### config.mk
export PLATFORM = sky130hd
export DESIGN_NAME = spike_rate_encoder
export DESIGN_NICKNAME = d
export VERILOG_FILES = /design/src/rtl/spike_rate_encoder.sv
export SDC_FILE = /design/constraint.sdc
export NUM_CORES = 1
export LEC_CHECK = 0
export BUFFER_PORTS_ARGS = -buffer_cell sky130_fd_sc_hd__clkbuf_2
export CORE_MARGIN = 8
export CORE_UTILIZATION = 50
export DETAILED_ROUTE_END_ITERATION = 8
export PLACE_DENSITY_LB_ADDON = 0.25
export SLEW_MARGIN = 25
export SYNTH_ARGS = -nofsm -noshare
export SYNTH_HDL_FRONTEND = slang
export SYNTH_SLANG_ARGS = --single-unit
### constraint.sdc
create_clock -name clock -period 6 [get_ports clock]
set_input_delay 0.3 -clock clock [delete_from_list [all_inputs] [get_ports clock]]
set_output_delay 0.3 -clock clock [all_outputs]
set_load 0.01 [all_outputs]
### src/rtl/spike_rate_encoder.sv
// Stochastic rate encoder: turns one frame of per-channel intensities into
// WINDOW Bernoulli spike vectors, one per step_en strobe, for the reservoir's
// spike input (spikes_out + write).
module spike_rate_encoder #(
  parameter int          CHANNELS  = 16,
  parameter int          INT_WIDTH = 8,     // at most 16, one LFSR slice per channel
  parameter int          WINDOW    = 256,   // 1..65535
  parameter logic [15:0] LFSR_SEED = 16'hACE1
) (
  input  logic                          clock,
  input  logic                          reset,
  input  logic                          in_valid,
  output logic                          in_ready,
  input  logic [CHANNELS*INT_WIDTH-1:0] in_data,
  input  logic                          step_en,
  input  logic                          abort,
  output logic [0:CHANNELS-1]           spikes_out,
  output logic                          spikes_valid,
  output logic                          write,
  output logic                          frame_done,
  output logic [15:0]                   total_spikes
);

  localparam int CNT_W = 17;
  localparam int POP_W = $clog2(CHANNELS + 1);

  typedef enum logic [1:0] {IDLE, RUN, DONE} state_t;

  state_t                        state, state_nxt;
  logic [CHANNELS*INT_WIDTH-1:0] frame_p0;
  logic [15:0]                   lfsr;
  logic [CNT_W-1:0]              step_cnt;
  logic [0:CHANNELS-1]           spk_nxt;
  logic [POP_W-1:0]              spk_pop;
  logic                          accept;
  logic                          last_step;

  // Fibonacci LFSR, taps 16,14,13,11; never leaves the nonzero cycle.
  function automatic logic [15:0] lfsr_step(input logic [15:0] s);
    return {s[14:0], s[15] ^ s[13] ^ s[12] ^ s[10]};
  endfunction

  // Per-channel random word: low bits of the LFSR rotated left by n.
  function automatic logic [INT_WIDTH-1:0] rnd_of(input logic [15:0] s, input int n);
    logic [15:0] r;
    r = (s << n) | (s >> (16 - n));
    return r[INT_WIDTH-1:0];
  endfunction

  // Spike count accumulation clamps at all-ones instead of wrapping.
  function automatic logic [15:0] sat_add(input logic [15:0] a, input logic [POP_W-1:0] b);
    logic [16:0] s;
    s = {1'b0, a} + 17'(b);
    return s[16] ? 16'hFFFF : s[15:0];
  endfunction

  // Bernoulli draw per channel; full-scale intensity is forced to always fire.
  for (genvar g = 0; g < CHANNELS; g++) begin : g_chan
    logic [INT_WIDTH-1:0] intens;
    logic [INT_WIDTH-1:0] rnd;
    assign intens     = frame_p0[(CHANNELS-1-g)*INT_WIDTH +: INT_WIDTH];
    assign rnd        = rnd_of(lfsr, g % 16);
    assign spk_nxt[g] = (&intens) | (rnd < intens);
  end

  // Number of spikes in the vector about to be emitted.
  always_comb begin
    spk_pop = '0;
    for (int i = 0; i < CHANNELS; i++) begin
      spk_pop = spk_pop + POP_W'(spk_nxt[i]);
    end
  end

  assign accept    = in_valid & in_ready & ~reset;
  assign last_step = (state == RUN) & step_en & ~abort &
                     ((step_cnt + CNT_W'(1)) == CNT_W'(WINDOW));

  // Next-state logic and state-decoded outputs.
  always_comb begin
    state_nxt  = state;
    in_ready   = 1'b0;
    write      = 1'b0;
    frame_done = 1'b0;
    case (state)
      IDLE: begin
        in_ready = 1'b1;
        if (in_valid) state_nxt = RUN;
      end
      RUN: begin
        write = 1'b1;
        if (abort)          state_nxt = IDLE;
        else if (last_step) state_nxt = DONE;
      end
      DONE: begin
        frame_done = 1'b1;
        state_nxt  = IDLE;
      end
      default: state_nxt = IDLE;
    endcase
  end

  // State register.
  always_ff @(posedge clock) begin
    if (reset) state <= IDLE;
    else       state <= state_nxt;
  end

  // Frame intensities are captured on acceptance and held for the whole frame.
  always_ff @(posedge clock) begin
    if (accept) frame_p0 <= in_data;
  end

  // Timestep engine: LFSR, step counter, spike vector and running total.
  always_ff @(posedge clock) begin
    if (reset) begin
      lfsr         <= LFSR_SEED;
      step_cnt     <= '0;
      spikes_out   <= '0;
      spikes_valid <= 1'b0;
      total_spikes <= '0;
    end else begin
      spikes_valid <= 1'b0;
      case (state)
        IDLE: begin
          if (in_valid) begin
            lfsr         <= LFSR_SEED;
            step_cnt     <= '0;
            total_spikes <= '0;
          end
        end
        RUN: begin
          if (abort) begin
            spikes_out <= '0;
          end else if (step_en) begin
            spikes_out   <= spk_nxt;
            spikes_valid <= 1'b1;
            lfsr         <= lfsr_step(lfsr);
            step_cnt     <= step_cnt + CNT_W'(1);
            total_spikes <= sat_add(total_spikes, spk_pop);
          end
        end
        DONE:    spikes_out <= '0;
        default: ;
      endcase
    end
  end

endmodule

==> impl_metrics.py, run 1 <==
metrics = {
    "run_status": {
        "status": "complete, no violations",
    },
    "sta": {
        "slew_violations": 0,
        "setup_viol": 0,
        "rsz0062_at_grt": "true",
        "fin_ws_ns": 0.230,
        "max_slew_margin": 0.522,
        "finalCritPeriodShare": 0.962,
        "hold_viol": 0,
        "max_freq_mhz": 173,
        "worst_pin_slew_ns": 0.717,
        "fin_skew_ns": 0.0150,
        "period_needed_ns": 5.77,
    },
    "global_routing": {
        "grt_pass1_wl_um": 41800,
        "grt_max_degree": 55,
        "antenna_found_initial": 0,
        "grtUsageTotal": 0.200,
        "grt_pass1_vias": 8216,
        "gr-total-overflow": 0,
    },
    "placement": {
        "port_buffers": 168,
        "gp_congestion": 0.843,
        "hpwlAfterDp_um": 19600,
        "pre_cts_ws_ns": -0.0719,
    },
    "worst_setup_path": {
        "worstPathCellList": "inv_1, ha_1, o211a_1, a2111oi_4, a21oi_2, fa_1, inv_1, fa_1, fa_1, inv_1, fa_1, fa_2, inv_1, fa_1, a21o_1, a21oi_2, o21bai_1, buf_4, and4_4, a31o_1, a211oi_1",
        "arrival_ns": 6.12,
        "crit_top_cell": "fa_1",
        "cp_slowest_stage_delay_ns": 0.57,
        "crit_buf_inv": 5,
        "startpoint": "frame_p0[21]",
        "critPathLaunchType": "flop",
        "cp_top_family": "adder cells",
        "r2r_start": "frame_p0[21]",
        "critical_path_required_ns": 6.35,
        "cp_slowest_cell": "fa_1",
        "end_kind": "flop",
        "worstSetupPathType": "reg -> reg",
        "critPathMaxFanout": 6,
    },
    "finish": {
        "diodes": 0,
        "area_growth_syn_to_layout_pct": 18.0,
        "final_net_count": 1426,
        "final_layout_size_suffix_gt1_frac": 0.221,
    },
    "synth": {
        "syn-instance-count": 969,
        "syn-num-nets": 1236,
        "synth_seq_cells": 196,
        "synth.most_common_cell": "inv_1",
        "netlist.area_leader.share": 0.361,
        "synthMuxAreaShare": 0.00211,
        "synthSimpleGateAreaFrac": 0.113,
        "async_flop_share": 0,
        "synth_xor_area_frac": 0.00986,
        "synthTopCellsByCount": "inv_1, edfxtp_1, ha_1, dfxtp_1, a21oi_1",
        "synth_compound_area_frac": 0.156,
        "synth_area_per_cell_um2": 11.0,
        "ys_warn_count": 0,
        "synth_top_area_cell": "edfxtp_1",
        "synth_top_family_by_area": "adder cells",
        "synth_cell_types": 67,
        "synthAdderAreaFrac": 0.166,
        "ys_top_cells_by_area": "edfxtp_1, ha_1, dfxtp_1",
        "synth_edf_count": 128,
        "ys_seq_area_frac": 0.488,
        "synth_flop_cell": "edfxtp_1",
        "syn_area_um2": 10700,
    },
    "route": {
        "routed_wl_um": 26000,
        "antenna_left": 0,
        "wl_per_cell_um": 18.0,
        "drt-initial-drc-count": 448,
        "via_count": 8019,
        "drt-pass1-iter-count": 5,
        "vias_per_cell": 5.54,
        "drt_drc_violations_left": 0,
    },
    "pwr": {
        "powerDensity_nw_per_um2": 252,
        "peakVddDrop_mv": 0.208,
        "power_w": 0.00317,
        "leakagePower_nw": 5.55,
    },
    "clock_tree": {
        "clockBufferDepth": 2,
        "cts_tree": "built",
        "path_clk_slew_ns": 0.08,
        "cts_root_buf": "clkbuf_16",
        "cts_made_buffers": 17,
        "h-tree-depth": 4,
        "cts_sinks": 196,
        "clock_latency_ns": 0.44,
    },
    "die": {
        "initial_core_util": 0.509,
        "rows": 53,
        "num_io_pins": 169,
        "core_area_um2": 21000,
        "die_area_um2": 26200,
        "die_x_um": 162,
        "fp.dieH_um": 162,
    },
    "worst_hold_path": {
        "holdCritStartpoint": "in_data[93]",
        "hold_path.class": "in -> reg",
    },
    "run": {
        "drv_cap": 0,
    },
}
worst paths after layout:
check,slack (ns),endpoint,cells after the start
min,0.03,frame_p0[93],1
max,0.23,total_spikes[14],21
max reg2reg,0.23,total_spikes[14],21
min reg2reg,0.45,spikes_out[8],2
state kept, by name, summed over array words and instances, names as in the netlist:
signal and flops:
spikes_out 16, spikes_valid 1, lfsr 16, frame_p0 128, total_spikes 16, state 2
step_cnt 17
kinds of logic after synthesis:
logic type / Yosys count
buffers and inverters: 165
AOI/OAI and AO/OA: 245
and+or+nand+nor: 215
adders and majority gates: 134
DFF: 196
muxes: 2
xor gates and xnor gates: 12
worst register-to-register path, stage by stage, from the launching register on:
cell and delay (ns):
edfxtp_1 0.38, inv_1 0.08, ha_1 0.25, o211a_1 0.26, a2111oi_4 0.38, a21oi_2 0.12
fa_1 0.52, inv_1 0.07, fa_1 0.51, fa_1 0.55, inv_1 0.05, fa_1 0.57
fa_2 0.22, inv_1 0.05, fa_1 0.39, a21o_1 0.20, a21oi_2 0.17, o21bai_1 0.12
buf_4 0.17, and4_4 0.21, a31o_1 0.20, a211oi_1 0.21
where the power goes:
group | total [W] | internal (W) | switching (W)
clock | 0.00113 | 0.000600 | 0.000534
combinational | 0.000514 | 0.000221 | 0.000293
sequential | 0.00152 | 0.00149 | 0.0000305
per-stage QoR:
stage	utilization	cell area (um2)	cells	setup TNS, ns	hold slack [ns]
detailed placement	0.568	11900	1414	-0.293	0.441
CTS	0.597	12500	1446	0	0.0128
global placement	0.568	11900	1414	0	0.435
global route	0.600	12600	1447	-0.0424	0.0102
finish	0.600	12600	1447	0	0.0315
floorplan	-	10700	969	0	0.377
layout make-up:
| cell class | instances | area, um2 |
|---|---|---|
| clock inverter | 13 | 144 |
| inverter | 134 | 503 |
| fill | 1760 | 8380 |
| clock buffer | 19 | 443 |
| sequential | 196 | 5200 |
| timing repair buffer | 202 | 1100 |
| multi-input combinational | 608 | 4840 |
| tap | 275 | 344 |
routing by layer:
| metal | global-route usage | vias to the layer above | wire (um) |
|---|---|---|---|
| li1 | - | 3962 | - |
| met1 | 0.263 | 3806 | 11900 |
| met2 | 0.324 | 230 | 12200 |
| met3 | 0.0458 | 21 | 1550 |
| met4 | 0.0610 | 0 | 363 |
| met5 | 0 | - | 0 |
layout by cell type, fill, tap and decap left out, types with 3 or more instances in the layout:
master,Yosys,routed
a2111oi_0,18,14
a211oi_1,7,7
a21o_1,11,10
a21oi_1,67,64
a21oi_2,0,3
a22o_1,8,8
a22oi_1,14,14
a311oi_1,4,4
a31oi_1,7,7
a41oi_1,4,4
and3_1,4,3
and4_4,2,3
buf_4,3,34
clkbuf_16,0,17
clkbuf_2,0,168
clkinv_2,0,3
dfxtp_1,68,68
edfxtp_1,128,128
fa_1,12,11
ha_1,122,122
inv_1,132,132
inv_6,0,3
nand2_1,38,38
nand2b_1,20,20
nand3_1,13,13
nand4_1,37,37
nor2_1,37,37
nor2b_1,34,34
nor3_1,6,5
nor3b_1,4,3
o211a_1,16,16
o211ai_1,17,17
o21a_1,3,3
o21ai_0,7,7
o21ai_1,25,25
o21bai_1,3,3
o22ai_1,23,23
xnor2_1,10,10
repair_timing:
action                                  4_1_cts  5_1_grt
buffers inserted                              0        1
resized for setup                             1       16
pin swaps                                     0        6
hold buffers                                  0        0
endpoints found under the setup margin        8       16
(Power assumes the default switching activity.)
==> run 2, diff against run 1 <==
Settings changed: BUFFER_PORTS_ARGS -buffer_cell sky130_fd_sc_hd__clkbuf_2 to -buffer_cell sky130_fd_sc_hd__buf_2.
==> impl_metrics.py, run 2 (synthesis gave the netlist of run 1 again) <==
metrics = {
    "run_status": {
        "status": "complete, no violations",
    },
    "die": {
        "core_area_um2": 21000,
        "num_io_pins": 169,
        "fp.dieH_um": 162,
        "rows": 53,
        "initial_core_util": 0.509,
        "die_area_um2": 26200,
        "die_x_um": 162,
    },
    "clock_tree": {
        "cts_made_buffers": 17,
        "cts_root_buf": "clkbuf_16",
        "clockBufferDepth": 2,
        "path_clk_slew_ns": 0.08,
        "clock_latency_ns": 0.43,
        "cts_hold_buf": 0,
        "cts_tree": "built",
        "cts_sinks": 196,
        "h-tree-depth": 4,
    },
    "worst_setup_path": {
        "worstSetupPathType": "reg -> reg",
        "critPathMaxFanout": 6,
        "critPathLaunchType": "flop",
        "reg2reg_depth": 21,
        "critical_path_required_ns": 6.34,
        "arrival_ns": 6.14,
        "end_kind": "flop",
    },
    "finish": {
        "area_growth_syn_to_layout_pct": 18.6,
        "largestRegisters": "frame_p0 x128, step_cnt x17",
        "top_register": "frame_p0",
        "final_layout_size_suffix_gt1_frac": 0.225,
        "final_net_count": 1434,
        "final_cell_mix": "buf_2, inv_1, edfxtp_1, ha_1, dfxtp_1",
        "layout_commonest_cell": "buf_2",
        "largest_reg_flops": 128,
        "diodes": 0,
        "fin_util": 0.603,
    },
    "global_routing": {
        "grtUsageTotal": 0.205,
        "grt_pass1_vias": 8521,
        "gr-total-overflow": 0,
        "grt_max_degree": 53,
        "grt_pass1_wl_um": 43100,
        "antenna_found_initial": 0,
    },
    "sta": {
        "finalCritPeriodShare": 0.968,
        "period_needed_ns": 5.81,
        "fin_skew_ns": 0.0131,
        "hold_viol": 0,
        "slew_violations": 0,
        "setup_tns_ns": 0,
        "hold_slack_ns": 0.0337,
        "setup_viol": 0,
        "worst_pin_slew_ns": 0.729,
        "max_slew_margin": 0.514,
        "max_freq_mhz": 172,
    },
    "route": {
        "drt-initial-drc-count": 529,
        "drt-pass1-iter-count": 5,
        "via_count": 8228,
        "vias_per_cell": 5.65,
        "drt_drc_violations_left": 0,
        "routed_wl_um": 26800,
        "wl_per_cell_um": 18.4,
        "antenna_left": 0,
    },
    "pwr": {
        "leakagePower_nw": 5.59,
        "powerDensity_nw_per_um2": 253,
        "peakVddDrop_mv": 0.201,
        "power_w": 0.00320,
    },
    "placement": {
        "hpwlAfterDp_um": 19800,
        "gp_congestion": 0.880,
        "port_buffers": 168,
    },
    "worst_hold_path": {
        "hold_path.class": "in -> reg",
        "min_path_cells": 1,
    },
    "run": {
        "drv_cap": 0,
    },
}
[run 2: cell types whose count changed in the layout (fill, tap and decap cells not counted), sizes merged]
cell	previous run	this run
buf	34	210
clkbuf	187	17
clkinv	7	5
clkinvlp	0	2
inv	139	141
[run 2: power breakdown]
group | internal [W] | switching [W] | total [W]
registers | 0.00149 | 0.0000297 | 0.00152
clock network | 0.000592 | 0.000552 | 0.00114
logic | 0.000233 | 0.000300 | 0.000533
[run 2: path summary, 6_finish.rpt]
kind                       from                to  slack (ns)
setup / recovery    frame_p0[5]  total_spikes[12]        0.19
hold / removal      in_data[80]      frame_p0[80]        0.03
setup reg to reg    frame_p0[5]  total_spikes[12]        0.19
hold reg to reg   spikes_out[8]     spikes_out[8]        0.45
[run 2: through the flow]
stage	setup slack [ns]	cells	area (um2)
2_1_floorplan	0.336	969	10700
3_3_place_gp	-0.224	1420	12000
3_5_place_dp	0.144	1420	12000
4_1_cts	0.0567	1452	12600
5_1_grt	-0.0461	1455	12600
6_report	0.194	1455	12600
[run 2: timing repair]
| item | in CTS | in global routing |
|---|---|---|
| endpoints found under the setup margin | 0 | 16 |
| gates resized for setup | 0 | 15 |
| setup buffers | 0 | 3 |
[run 2: routing by layer]
| layer | vias to the layer above | global-route usage | wire length [um] | share of wire |
|---|---|---|---|---|
| li1 | 3970 | - | - | - |
| met1 | 3937 | 0.258 | 11600 | 0.43 |
| met2 | 279 | 0.341 | 12900 | 0.48 |
| met3 | 42 | 0.0463 | 1600 | 0.060 |
| met4 | 0 | 0.0728 | 697 | 0.026 |
| met5 | - | 0 | 0 | 0 |
[run 2: area by class of cell]
type	instances	area, um2
multi-input combinational	608	4840
sequential	196	5200
timing repair buffer	210	1170
inverter	134	503
clock buffer	17	425
clock inverter	15	163
tap	275	344
fill	1798	8310
[run 2: critical path, stage by stage, from the launching register on]
cell and delay (ns):
edfxtp_1 0.42, inv_1 0.08, ha_1 0.24, o211a_1 0.27, a2111oi_4 0.40, a21oi_2 0.12, fa_1 0.54, inv_1 0.06
fa_1 0.50, fa_1 0.55, inv_1 0.05, fa_1 0.57, fa_2 0.21, inv_1 0.06, fa_1 0.38, a21o_1 0.20
a21oi_2 0.15, o21bai_1 0.11, buf_4 0.17, and4_4 0.21, a31o_1 0.17, a211oi_1 0.23
